## config.mk

```make
export PLATFORM = sky130hd
export DESIGN_NAME = lcd_reader_flat
export DESIGN_NICKNAME = d
export VERILOG_FILES = /design/src/rtl/lcd_reader_if.sv /design/src/rtl/lcd_reader.sv /design/src/flat_wrapper.sv
export SDC_FILE = /design/constraint.sdc
export NUM_CORES = 1
export LEC_CHECK = 0
export ABC_AREA = 1
export ABC_CLOCK_PERIOD_IN_PS = 2500
export BUFFER_PORTS_ARGS = -buffer_cell sky130_fd_sc_hd__buf_2
export CAP_MARGIN = 20
export CORE_ASPECT_RATIO = 1.75
export CORE_MARGIN = 3
export CORE_UTILIZATION = 57
export DETAILED_ROUTE_END_ITERATION = 10
export GPL_ROUTABILITY_DRIVEN = 0
export HOLD_SLACK_MARGIN = 0.1
export PLACE_DENSITY = 0.79
export RECOVER_POWER = 50
export SYNTH_ARGS = -nofsm -noshare
export SYNTH_HDL_FRONTEND = slang
export SYNTH_SLANG_ARGS = --single-unit
```

## constraint.sdc

```tcl
create_clock -name clk -period 2.5 [get_ports clk]
set_input_delay 0.5 -clock clk [delete_from_list [all_inputs] [get_ports clk]]
set_output_delay 0.5 -clock clk [all_outputs]
set_load 0.1 [all_outputs]
```

## src/rtl/lcd_reader_if.sv

```systemverilog
// rtl/lcd_reader_if.sv - request/result and LCD bus signals of the LCD read sequencer
interface lcd_reader_if;
    logic       req;
    logic       rs_sel;
    logic       poll;
    logic [7:0] DB_in;
    logic       RS;
    logic       RW;
    logic       E;
    logic [7:0] rd_data;
    logic       busy_flag;
    logic [6:0] addr;
    logic       done;
    logic       timeout;
    logic       idle;

    modport slave (
        input  req, rs_sel, poll, DB_in,
        output RS, RW, E, rd_data, busy_flag, addr, done, timeout, idle
    );

    modport master (
        output req, rs_sel, poll, DB_in,
        input  RS, RW, E, rd_data, busy_flag, addr, done, timeout, idle
    );
endinterface

```

## src/rtl/lcd_reader.sv

```systemverilog
// rtl/lcd_reader.sv - HD44780-style LCD read sequencer with optional busy-flag polling
module lcd_reader #(
    parameter int SETUP_CYC  = 2,
    parameter int E_HIGH_CYC = 12,
    parameter int E_LOW_CYC  = 13,
    parameter int POLL_LIMIT = 1000
) (
    input  logic         clk,
    input  logic         rst,
    lcd_reader_if.slave  bus
);
    typedef enum logic [2:0] {IDLE, SETUP, EHIGH, HOLD, DONE} state_t;

    localparam logic [7:0]  SETUP_LD = 8'(SETUP_CYC - 1);
    localparam logic [7:0]  EHIGH_LD = 8'(E_HIGH_CYC - 1);
    localparam logic [7:0]  HOLD_LD  = 8'(E_LOW_CYC - 1);
    localparam logic [15:0] PLIM     = 16'(POLL_LIMIT);

    state_t      state, next_state;
    logic [7:0]  cyc_cnt, cyc_load;
    logic [15:0] poll_cnt;
    logic        rs_cap, poll_cap;
    logic        rs_q, rw_q, e_q, timeout_q, bf_q;
    logic [7:0]  rd_q;
    logic [6:0]  addr_q;
    logic        sample, in_access, rs_next, repoll;

    assign sample = (state == EHIGH) && (cyc_cnt == 8'd0);
    assign repoll = poll_cap && !rs_cap && rd_q[7] && (poll_cnt < PLIM);

    always_comb begin
        next_state = state;
        case (state)
            IDLE:    if (bus.req) next_state = SETUP;
            SETUP:   if (cyc_cnt == 8'd0) next_state = EHIGH;
            EHIGH:   if (cyc_cnt == 8'd0) next_state = HOLD;
            HOLD:    if (cyc_cnt == 8'd0) next_state = repoll ? SETUP : DONE;
            DONE:    next_state = IDLE;
            default: next_state = IDLE;
        endcase
    end

    always_comb begin
        cyc_load = 8'd0;
        case (next_state)
            SETUP:   cyc_load = SETUP_LD;
            EHIGH:   cyc_load = EHIGH_LD;
            HOLD:    cyc_load = HOLD_LD;
            default: cyc_load = 8'd0;
        endcase
    end

    // Bus controls are registered from the next state so E/RW/RS never glitch
    assign in_access = (next_state == SETUP) || (next_state == EHIGH) || (next_state == HOLD);
    assign rs_next   = (state == IDLE) ? bus.rs_sel : rs_cap;

    always_ff @(posedge clk or negedge rst) begin
        if (!rst) begin
            state     <= IDLE;
            cyc_cnt   <= 8'd0;
            poll_cnt  <= 16'd0;
            rs_cap    <= 1'b0;
            poll_cap  <= 1'b0;
            rs_q      <= 1'b0;
            rw_q      <= 1'b0;
            e_q       <= 1'b0;
            timeout_q <= 1'b0;
            rd_q      <= 8'd0;
            bf_q      <= 1'b0;
            addr_q    <= 7'd0;
        end else begin
            state <= next_state;
            if (next_state != state)
                cyc_cnt <= cyc_load;
            else if (cyc_cnt != 8'd0)
                cyc_cnt <= cyc_cnt - 8'd1;

            if (state == IDLE && bus.req) begin
                rs_cap   <= bus.rs_sel;
                poll_cap <= bus.poll;
                poll_cnt <= 16'd0;
            end

            // Poll count tracks completed reads, so POLL_LIMIT bounds the strobe count
            if (sample) begin
                rd_q <= bus.DB_in;
                if (!rs_cap) begin
                    bf_q   <= bus.DB_in[7];
                    addr_q <= bus.DB_in[6:0];
                end
                if (poll_cnt != 16'hFFFF)
                    poll_cnt <= poll_cnt + 16'd1;
            end

            rs_q      <= in_access ? rs_next : 1'b0;
            rw_q      <= in_access;
            e_q       <= (next_state == EHIGH);
            timeout_q <= (state == HOLD) && (next_state == DONE) && poll_cap && !rs_cap && rd_q[7];
        end
    end

    assign bus.RS        = rs_q;
    assign bus.RW        = rw_q;
    assign bus.E         = e_q;
    assign bus.rd_data   = rd_q;
    assign bus.busy_flag = bf_q;
    assign bus.addr      = addr_q;
    assign bus.done      = (state == DONE);
    assign bus.timeout   = timeout_q;
    assign bus.idle      = (state == IDLE);
endmodule

```

## src/flat_wrapper.sv

```systemverilog
// flat-port wrapper written by rule: the top's interface ports become plain ports
module lcd_reader_flat 
#(
    parameter int SETUP_CYC  = 2,
    parameter int E_HIGH_CYC = 12,
    parameter int E_LOW_CYC  = 13,
    parameter int POLL_LIMIT = 1000
)
  (clk, rst, bus_req, bus_rs_sel, bus_poll, bus_DB_in, bus_RS, bus_RW, bus_E, bus_rd_data, bus_busy_flag, bus_addr, bus_done, bus_timeout, bus_idle);
  lcd_reader_if bus_i ();
  input  logic clk;
  input  logic rst;
  input wire logic [$bits(bus_i.req)-1:0] bus_req;
  input wire logic [$bits(bus_i.rs_sel)-1:0] bus_rs_sel;
  input wire logic [$bits(bus_i.poll)-1:0] bus_poll;
  input wire logic [$bits(bus_i.DB_in)-1:0] bus_DB_in;
  output wire logic [$bits(bus_i.RS)-1:0] bus_RS;
  output wire logic [$bits(bus_i.RW)-1:0] bus_RW;
  output wire logic [$bits(bus_i.E)-1:0] bus_E;
  output wire logic [$bits(bus_i.rd_data)-1:0] bus_rd_data;
  output wire logic [$bits(bus_i.busy_flag)-1:0] bus_busy_flag;
  output wire logic [$bits(bus_i.addr)-1:0] bus_addr;
  output wire logic [$bits(bus_i.done)-1:0] bus_done;
  output wire logic [$bits(bus_i.timeout)-1:0] bus_timeout;
  output wire logic [$bits(bus_i.idle)-1:0] bus_idle;
  assign bus_i.req = bus_req;
  assign bus_i.rs_sel = bus_rs_sel;
  assign bus_i.poll = bus_poll;
  assign bus_i.DB_in = bus_DB_in;
  assign bus_RS = bus_i.RS;
  assign bus_RW = bus_i.RW;
  assign bus_E = bus_i.E;
  assign bus_rd_data = bus_i.rd_data;
  assign bus_busy_flag = bus_i.busy_flag;
  assign bus_addr = bus_i.addr;
  assign bus_done = bus_i.done;
  assign bus_timeout = bus_i.timeout;
  assign bus_idle = bus_i.idle;
  lcd_reader #(.SETUP_CYC(SETUP_CYC), .E_HIGH_CYC(E_HIGH_CYC), .E_LOW_CYC(E_LOW_CYC), .POLL_LIMIT(POLL_LIMIT)) u_core (.clk(clk), .rst(rst), .bus(bus_i));
endmodule
```

# [Word level (Yosys, flattened, before mapping)]
# Index checks and enable logic that the tools add are counted.
[totals] ff_bits=49 input_bits=13 out_inout_bits=22 word_cells=57
[classes] n_addsub=2 magnitude_cmp=1 eq_ne=10 n_mux=14 bitwise=1 n_reduce_logical=17
[op_table] operator="2-to-1 mux 16 bit" count=3
[op_table] operator="adder 16 x 1 -> 16 bit, second input constant" count=1
[op_table] operator="less-than comparator 16 x 10 -> 1 bit, second input constant" count=1
[op_table] operator="2-to-1 mux 8 bit" count=2
[op_table] operator="!= test 16 bit, second input constant" count=1
[op_table] operator="2-to-1 mux 3 bit" count=5
[op_table] operator="equality test 3 x 2 -> 1 bit, second input constant" count=4
[op_table] operator="one-hot mux 3 bit (4 select lines)" count=1
[op_table] operator="one-hot mux 4 bit (3 select lines)" count=1
[op_table] operator="logical AND 1 bit" count=9
[op_table] operator="logical NOT 8 bit" count=1
[op_table] operator="nonzero test 8 bit" count=1
[op_table] operator="subtractor 8 x 1 -> 8 bit, second input constant" count=1
[op_table] operator="equality test 3 x 1 -> 1 bit, second input constant" count=2
[op_table] operator="equality test 3 bit, second input constant" count=2
[op_table] operator="logical NOT 3 bit" count=1
[op_table] operator="!= test 3 bit" count=1
[op_table] operator="logical OR 1 bit" count=2
[op_table] operator="2-to-1 mux 1 bit" count=2
[op_table] operator="AND reduction 2 bit" count=1
[op_table] operator="nonzero test 2 bit" count=1
[op_table] operator="logical NOT 1 bit" count=1
[op_table] operator="inverter 1 bit" count=1

# [Depth between registers and ports, before layout]
# Gate-level depths: netlist of the first run.
[depth] depth_word=12 ltp_mapped=15 depth_no_buf=15

# [Worst setup path before layout of the first run]
# OpenSTA, ideal clock, no wires.
[synth_path] path_kind="reg-to-output" startpoint="reg u_core.state[1]" endpoint="out bus_done" t_arrival_ns=2.488 required_ns=2.000 path_slack_ns=-0.488 path_stages_with_launch=2 path_buffers=0 cell_sequence="dfrtp_1 nor3_1"
[synth_between] elab_chain_len=1
[synth_lines] element="start: declaration" line_no="lcd_reader.sv:19" text="state_t state, next_state;"
[synth_lines] element="start signal: assignment" line_no="lcd_reader.sv:72" text="state <= next_state;"
[synth_lines] element="equality test 3 bit" line_no="lcd_reader.sv:108" text="assign bus.done = (state == DONE);"
[synth_lines] element="end: declaration" line_no="flat_wrapper.sv:23" text="output wire logic [$bits(bus_i.done)-1:0] bus_done;"
# Every way passes these cells.

# [Final worst setup path of the first run]
[layout_path] startpoint="reg u_core.state[1]" endpoint="out bus_idle"
[layout_between] elab_chain_len=1
[layout_lines] element="logical NOT 3 bit" line_no="lcd_reader.sv:110" text="assign bus.idle = (state == IDLE);"
[layout_lines] element="end: declaration" line_no="flat_wrapper.sv:25" text="output wire logic [$bits(bus_i.idle)-1:0] bus_idle;"
# Every way passes these cells.

==> out/results.ini, run 1 <==
[route]
drtAntennaViolNets=0
via_per_inst=5.424
drtIter0Drc=65
via_count=2175
wire_per_inst_um=13.61
dr.pass1.iters=4
drc_errors=0
wl_mm=5.458

[sta]
setup_ws_ns=0.3527
timing.slew.headroom_pct=-3.142
maxSlewViolCount=30
setup_viol=0
fin_crit_sh_pct=85.89
timing.hold.ws_ns=0.4063
fin_worst_skew_ns=0.01355
fin_tns_setup_ns=0
tightest_slew_ns=1.547
hold_viol=0
rsz0062_at_grt=no
fmax_mhz=465.7
fin_crit_ns=2.147

[synth]
avgSynthCellArea_um2=8.092
yosysTopAreaCellShare_pct=48.88
synthCells=310
synth-seq-area-share_pct=48.88
ys_warn_count=0
ys_top_cells_by_count=71 x nand2_1, 49 x dfrtp_1, 40 x inv_1
synth_top_cell_by_area=dfrtp_1
synth_area_leaders=dfrtp_1 49%, nand2_1 11%, inv_1 6.0%, o21ai_0 4.8%, nand3_1 4.6%
netlist_area_um2=2509
ys_types=33
synth_ff_type=dfrtp_1
synth_edf_count=0
yosysMostFrequentCell=nand2_1
syn_nets=325
synth-async-reset-ratio_pct=100.0
ys_ff_latch=49

[clock_network]
h-tree-depth=2
post-cts-setup-buffer-count=0
root_buffer=clkbuf_8
cts_buffer_depth=2
clkSinkCount=49
cts_tree=built
cts.clk_slew.worst_paths_ns=0.10
cts_buffers=5
ctsHoldBuffers=0
clock_latency_ns=0.30
cts_resized=0

[worst_setup_path]
crit_family=buffers and inverters
critPathCaptureType=primary output
reg2regPathDepth=11
path_max_fanout=5
path_class=reg2out
required_ns=2.00
startpoint_type=register
startpoint=u_core.state[1]$_DFF_PN0_
rr_endpoint=u_core.cyc_cnt[0]$_DFFE_PN0P_
crit_end=bus_idle
ff2ff_setup_slack_ns=0.39
crit_path_top_delay_cell=buf_2
critPathArrivalTime_ns=1.65
timing.rr.start=u_core.state[1]$_DFF_PN0_
slowest_delay_ns=0.51
critPathBufInv=1
cp.depth=2
cp_cell_sequence=nor3_1 -> buf_2

[outcome]
violations=capacitance limit, slew limit
status=finished, violations left

[pwr]
power_leakage_nw=1.442
p_switching_mw=2.143
comb_power_share_pct=56.9
power_density_nw_per_um2=1347
peakVddDrop_mv=1.201
switching_share_pct=56.42
clkPwrFrac_pct=12.3
p_int_mw=1.655
seq_power_share_pct=30.8

[run]
max_cap_viol_count=1

[cells_and_area]
fillers=368
nets=366
utilization_pct=67.29
syn2layout_area_growth_pct=12.37
n_antenna_cell=0
drive_gt1_share_pct=17.90

[die]
dieArea_um2=5265
ioPinCount=35
die_h_um=93.76
core_area_um2=4189
fp-row-count=31
fp.dieW_um=56.15
initial_core_util_pct=59.89

[grt]
grt_pass1_wl_mm=9.218
grt-ovfl-total=0
antenna_found_initial=0
grt_use_total_pct=21.89
grt_pass1_vias=2190
grt_max_degree=30

[place]
pre_cts_ws_ns=0.4998
numPortBuffers=34
dp_hpwl_mm=4.259

[hold_path]
hp-class=in2reg

final cells by class:
cell class	instances	area, µm²	share of cell area, %
repair buffers	37	172.7	6.125
clock buffers	5	68.82	2.441
well taps	49	61.31	2.175
clock inverters	3	22.52	0.7989
multi-input cells	212	1094	38.79
flip-flops and latches	49	1226	43.50
inverters	46	173.9	6.170
stage by stage:
stage	instances	power, mW	instance area (µm²)
floorplan	310	2.985	2520
global placement	393	3.338	2761
detailed placement	393	3.391	2761
CTS	401	3.856	2853
global route	401	4.051	2819
finish	401	3.798	2819
how the worst min path moves through the flow:
stage	depth (start not counted)	startpoint	slack, ns	endpoint
detailed placement	2	u_core.poll_cap$_DFFE_PN0P_	0.47	u_core.poll_cap$_DFFE_PN0P_
global route	3	bus_poll	0.41	u_core.poll_cap$_DFFE_PN0P_
CTS	2	rst	0.17	u_core.poll_cnt[10]$_DFF_PN0_
finish	3	bus_poll	0.41	u_core.poll_cap$_DFFE_PN0P_
global placement	2	u_core.poll_cap$_DFFE_PN0P_	0.46	u_core.poll_cap$_DFFE_PN0P_
floorplan	0	rst	0.20	u_core.bus.E$_DFF_PN0_
cells in the final DEF (no fill, tap or decap), types with 2 or more instances in the layout:
master and instances:
nand2_1 72, dfrtp_1 49, inv_1 40, nor2_1 30, buf_2 27, o21ai_0 24, nand3_1 23, nor3_1 10
clkbuf_1 10, a21oi_1 8, nand2_2 6, xor2_1 6, inv_2 5, nand4_1 5, clkbuf_8 5, nor2_4 3
o21ai_1 3, nand2_4 2, nor2_2 2, clkinv_2 2, o21ai_2 2, nor3b_1 2, mux2_2 2, ha_1 2
clkinv_4 2
state kept, by name (all words and copies together), names as in the netlist:
name / flops
u_core.rs_cap: 1
u_core.poll_cnt: 16
u_core.bus.E: 1
u_core.bus.timeout: 1
u_core.bus.busy_flag: 1
u_core.bus.RW: 1
u_core.bus.addr: 7
u_core.bus.rd_data: 8
u_core.state: 3
u_core.poll_cap: 1
u_core.bus.RS: 1
u_core.cyc_cnt: 8
worst min-delay path, stage by stage:
cell     delay, ns
buf_2         0.09
nand2_1       0.05
nand2_1       0.05
logic make-up (layout without fill, tap and decap cells):
logic type	after synthesis	after routing	share of synthesized area [%]
muxes	2	2	0.8977
and+or+nand+nor	162	162	31.12
adders and majority gates	2	2	0.9973
DFF	49	49	48.88
AOI/OAI and AO/OA	40	40	8.579
xor gates and xnor gates	6	6	2.095
buffers and inverters	49	91	7.431
layer usage:
| metal | GRT usage (%) | routed length, µm | share of wire [%] |
|---|---|---|---|
| met3 | 2.751 | 133 | 2.4 |
| met2 | 41.70 | 3239 | 59 |
| met1 | 23.51 | 1984 | 36 |
| met5 | 0 | 0 | 0 |
| met4 | 9.703 | 102 | 1.9 |
power groups by stage:
stage                     clock network (mW)  registers, mW  logic, mW
after floorplan                            0           2.05      0.935
after global placement                     0           1.19       2.15
after detailed placement                   0           1.19       2.20
after CTS                              0.477           1.18       2.20
after global routing                   0.512           1.20       2.34
final                                  0.467           1.17       2.16
(Power assumes the default switching activity.)
==> run 2, diff against run 1 <==
- ABC_CLOCK_PERIOD_IN_PS: 2500 -> 2400
- REMOVE_ABC_BUFFERS: unset -> 1
- clock period: 2.5 -> 2.4 ns (I/O delays scaled with it)
==> out/results.ini, run 2 (synthesized netlist as in run 1, its figures left out) <==
[outcome]
status=finished clean

[die]
ioPinCount=35
die_h_um=93.76
fp.dieW_um=56.15
dieArea_um2=5265
initial_core_util_pct=59.89
core_area_um2=4189
fp-row-count=31

[worst_setup_path]
path_class=reg2out
required_ns=1.92
path_max_fanout=5
critPathCaptureType=primary output
slowest_delay_ns=0.51
crit_path_top_delay_cell=buf_2
startpoint_type=register
critPathArrivalTime_ns=1.66
cp_cell_sequence=nor3_1 -> buf_2

[pwr]
power_density_nw_per_um2=1391
p_int_mw=1.731
p_switching_mw=2.203
peakVddDrop_mv=0.9676
clkPwrFrac_pct=12.6
switching_share_pct=55.99
power_leakage_nw=1.442
comb_power_share_pct=56.5
seq_power_share_pct=30.9

[route]
drtAntennaViolNets=0
via_count=2049
drc_errors=0
via_per_inst=5.097
dr.pass1.iters=4
wl_mm=5.063
drtIter0Drc=67
wire_per_inst_um=12.59

[cells_and_area]
fin_area_um2=2829
fillers=367
largest_register_ffs=16
syn2layout_area_growth_pct=12.77
layout_common_cells=72 x nand2_1, 49 x dfrtp_1, 40 x inv_1, 30 x nor2_1, 25 x buf_2
n_antenna_cell=0
multiInputGateArea_um2=1089
final_common_cell=nand2_1
largest-register=u_core.poll_cnt
drive_gt1_share_pct=17.56
utilization_pct=67.53
regArea_um2=1226
nets=367

[grt]
grt.met2_usage_pct=39.84
grt_use_total_pct=21.19
grt_pass1_wl_mm=8.859
busiest_layer=met2
grt-ovfl-total=0
use_met1_pct=23.49
met3_usage_pct=2.613
grt_pass1_vias=2041
grt_max_degree=22
antenna_found_initial=0

[clock_network]
h-tree-depth=2
cts.clk_slew.worst_paths_ns=0.09
post-cts-setup-buffer-count=0
cts_tree=built
cts_buffers=5
clkSinkCount=49
clock_latency_ns=0.31
root_buffer=clkbuf_8
cts_buffer_depth=2

[sta]
fin_crit_ns=2.140
fin_worst_skew_ns=0.01151
fmax_mhz=467.4
fin_crit_sh_pct=89.15
timing.slew.headroom_pct=22.51
hold_viol=0
tightest_slew_ns=1.167
setup_viol=0
rsz0062_at_grt=no
maxSlewViolCount=0

[place]
place_area_um2=2750
numPortBuffers=34
dp_hpwl_mm=3.924

[run]
max_cap_viol_count=0

[hold_path]
hp-class=in2reg

[run 2: final timing paths]
check                      depth (start not counted)                           from  slack (ns)                                 to
setup / recovery                                   2      u_core.state[1]$_DFF_PN0_        0.26                           bus_idle
hold / removal                                     3                   bus_DB_in[0]        0.38  u_core.bus.rd_data[0]$_DFFE_PN0P_
setup reg to reg                                   8  u_core.cyc_cnt[0]$_DFFE_PN0P_        0.36     u_core.bus.addr[1]$_DFFE_PN0P_
hold reg to reg                                    2    u_core.poll_cap$_DFFE_PN0P_        0.49        u_core.poll_cap$_DFFE_PN0P_
max in group asynchronous                          3                            rst        0.45  u_core.bus.rd_data[0]$_DFFE_PN0P_
min in group asynchronous                          2                            rst        0.69  u_core.bus.rd_data[7]$_DFFE_PN0P_
[run 2: repair_timing]
item,CTS,global route
hold endpoints to repair,10,0
setup endpoints to repair,0,0
gates resized for setup,0,0
hold buffers,1,0
[run 2: power groups by stage]
stage / Sequential, mW / Combinational (mW) / Clock (mW)
finish: 1.22 / 2.22 / 0.495
CTS: 1.22 / 2.26 / 0.508
global placement: 1.23 / 2.22 / 0
detailed placement: 1.24 / 2.25 / 0
global route: 1.25 / 2.42 / 0.542
floorplan: 2.13 / 0.964 / 0
[run 2: cell type report]
type                            instances  area share [%]
Tap cell                               49           2.167
Sequential cell                        49           43.34
Timing Repair Buffer                   38           6.546
Multi-Input combinational cell        212           38.48
Inverter                               46           6.148
Clock buffer                            5           2.433
Clock inverter                          3          0.8846
[run 2: critical path, delay by kind of cell, from the launching register on]
family | cells | cell delay (ns)
buffers and inverters | 1 | 0.51
flip-flops | 1 | 0.44
AND/OR/NAND/NOR | 1 | 0.40
[run 2: routing by layer]
layer	up-vias	part of all wire, %
met5	-	0
met4	0	2.2
met3	8	1.7
met2	21	57
met1	951	39
li1	1069	-
[run 2: through the flow]
step | instances | TNS (ns) | hold WS (ns) | power, mW | worst slack, ns
final | 402 | 0 | 0.3820 | 3.934 | 0.2604
after global routing | 402 | 0 | 0.3729 | 4.211 | 0.1199
after CTS | 402 | 0 | 0.3752 | 3.989 | 0.3951
after detailed placement | 393 | 0 | 0.3693 | 3.488 | 0.4141
after global placement | 393 | 0 | 0.3708 | 3.456 | 0.4606
after floorplan | 307 | -12.43 | 0.1844 | 3.091 | -0.6603
==> run 3, diff against run 2 <==
- ABC_CLOCK_PERIOD_IN_PS: 2400 -> 1750
- CORE_UTILIZATION: 57 -> 51
- PLACE_DENSITY: 0.79 -> 0.75
- clock period: 2.4 -> 1.75 ns (I/O delays scaled with it)
==> out/results.ini, run 3 (synthesized netlist as in run 1, its figures left out) <==
[outcome]
status=finished, violations left
violations=setup timing

[place]
pre_cts_ws_ns=-0.07112
numPortBuffers=34
dp_hpwl_mm=4.241
dpl.cell_count=410

[sta]
rsz0062_at_grt=yes
timing.slew.headroom_pct=30.46
tightest_slew_ns=1.043
timing.hold.ws_ns=0.2429
setup_ws_ns=-0.007365
maxSlewViolCount=0
fin_crit_ns=1.757
fmax_mhz=569.0
fin_crit_sh_pct=100.4
fin_worst_skew_ns=0.007228
hold_viol=0
setup_viol=1

[clock_network]
cts_tree=built
root_buffer=clkbuf_8
cts_buffer_depth=2
cts_buffers=5
h-tree-depth=2
clkSinkCount=49
cts.clk_slew.worst_paths_ns=0.09
clock_latency_ns=0.30

[worst_setup_path]
crit_family=simple AND/OR/NAND/NOR gates
required_ns=1.95
path_max_fanout=8
slowest_delay_ns=0.40
cpMostUsedCell=nand2_1
crit_path_top_delay_cell=dfrtp_1
path_class=reg2reg
cp_cell_sequence=inv_2 -> ha_4 -> nand2_4 -> nor2_8 -> nand3_1 -> nand3_2 -> nor2_2 -> nor2_4 -> nand2_8 -> inv_4 -> nand2_1 -> nand2_1 -> inv_1
startpoint_type=register
critPathArrivalTime_ns=1.96
critPathCaptureType=register
critPathBufInv=3

[die]
fp.dieW_um=59.02
initial_core_util_pct=53.30
core_area_um2=4707
dieArea_um2=5830
die_h_um=98.78
ioPinCount=35
fp-row-count=33

[grt]
grt_max_degree=32
grt_pass1_wl_mm=9.397
antenna_found_initial=0
busiest_layer=met2
grt_pass1_vias=2250
met3_usage_pct=2.752
use_met1_pct=22.77
grt-ovfl-total=0
grt_use_total_pct=20.62
grt.met2_usage_pct=38.59

[cells_and_area]
regArea_um2=1226
layout_common_cells=68 x nand2_1, 49 x dfrtp_1, 38 x inv_1, 31 x buf_2, 25 x nor2_1
nets=388
final_common_cell=nand2_1
fillers=385
n_antenna_cell=0
syn2layout_area_growth_pct=25.34
drive_gt1_share_pct=29.41
largest_register_ffs=16
instances_no_fill=426
largest-register=u_core.poll_cnt
multiInputGateArea_um2=1207

[route]
drtIter0Drc=65
drc_errors=0
via_count=2214
via_per_inst=5.197
wire_per_inst_um=13.63
drtAntennaViolNets=0
dr.pass1.iters=4
wl_mm=5.806

[pwr]
power_density_nw_per_um2=1901
peakVddDrop_mv=2.070
power_mw=5.978
power_leakage_nw=1.584

[hold_path]
hp-class=in2reg

[run]
max_cap_viol_count=0

-- run 3: cell types whose count changed in the layout (fill, tap and decap cells not counted), moves of 5 or more --
cell / change
buf_2: +6
buf_4: +22
clkbuf_1: -8
nor2_1: -5
-- run 3: layer usage --
layer | wire length [µm] | part of all wire, %
met1 | 2125 | 37
met2 | 3404 | 59
met3 | 126 | 2.2
met4 | 149 | 2.6
met5 | 0 | 0
-- run 3: repair_timing --
| item | CTS | global route |
|---|---|---|
| hold buffers | 1 | 0 |
| setup endpoints to repair | 15 | 26 |
| pin swaps | 6 | 13 |
| gates cloned | 0 | 0 |
| hold endpoints to repair | 18 | 0 |
| buffers inserted | 1 | 6 |
| gates resized for setup | 8 | 25 |
-- run 3: cell type report --
class / instances / area share, %
multi-input combinational: 212 / 38.40
tap: 52 / 2.069
timing repair buffer: 59 / 12.10
clock inverter: 2 / 0.4775
inverter: 46 / 5.651
clock buffer: 6 / 2.308
sequential: 49 / 39.00
-- run 3: final timing paths --
| path | start | to | slack (ns) | cells past startpoint |
|---|---|---|---|---|
| setup reg to reg | u_core.cyc_cnt[0]$_DFFE_PN0P_ | u_core.cyc_cnt[3]$_DFFE_PN0P_ | -0.007 | 13 |
| hold reg to reg | u_core.poll_cap$_DFFE_PN0P_ | u_core.poll_cap$_DFFE_PN0P_ | 0.49 | 2 |
| max in group asynchronous | rst | u_core.poll_cnt[10]$_DFF_PN0_ | 0.19 | 3 |
| hold / removal | bus_poll | u_core.poll_cap$_DFFE_PN0P_ | 0.24 | 3 |
| min in group asynchronous | rst | u_core.cyc_cnt[2]$_DFFE_PN0P_ | 0.74 | 2 |
| setup / recovery | u_core.cyc_cnt[0]$_DFFE_PN0P_ | u_core.cyc_cnt[3]$_DFFE_PN0P_ | -0.007 | 13 |
-- run 3: power breakdown --
group | internal, mW | switching (mW) | total, mW | leakage [nW]
Combinational | 0.970 | 2.66 | 3.63 | 0.935
Sequential | 1.47 | 0.208 | 1.67 | 0.612
Clock | 0.282 | 0.391 | 0.674 | 0.0374
Total | 2.72 | 3.26 | 5.98 | 1.58
-- run 3: tightest hold or removal path, stage by stage --
cell	delay, ns
buf_2	0.08
nand2_1	0.04
nand2_1	0.05
-- run 3: metrics by stage --
step                      instance area (µm²)  setup TNS (ns)  utilization (%)
final                                    3144       -0.007365            66.80
after global routing                     3144          -1.879            66.80
after CTS                                3019        -0.01772            64.14
after detailed placement                 2887         -0.3215            61.32
after global placement                   2887      -0.0007075            61.32
after floorplan                          2496          -32.81                -
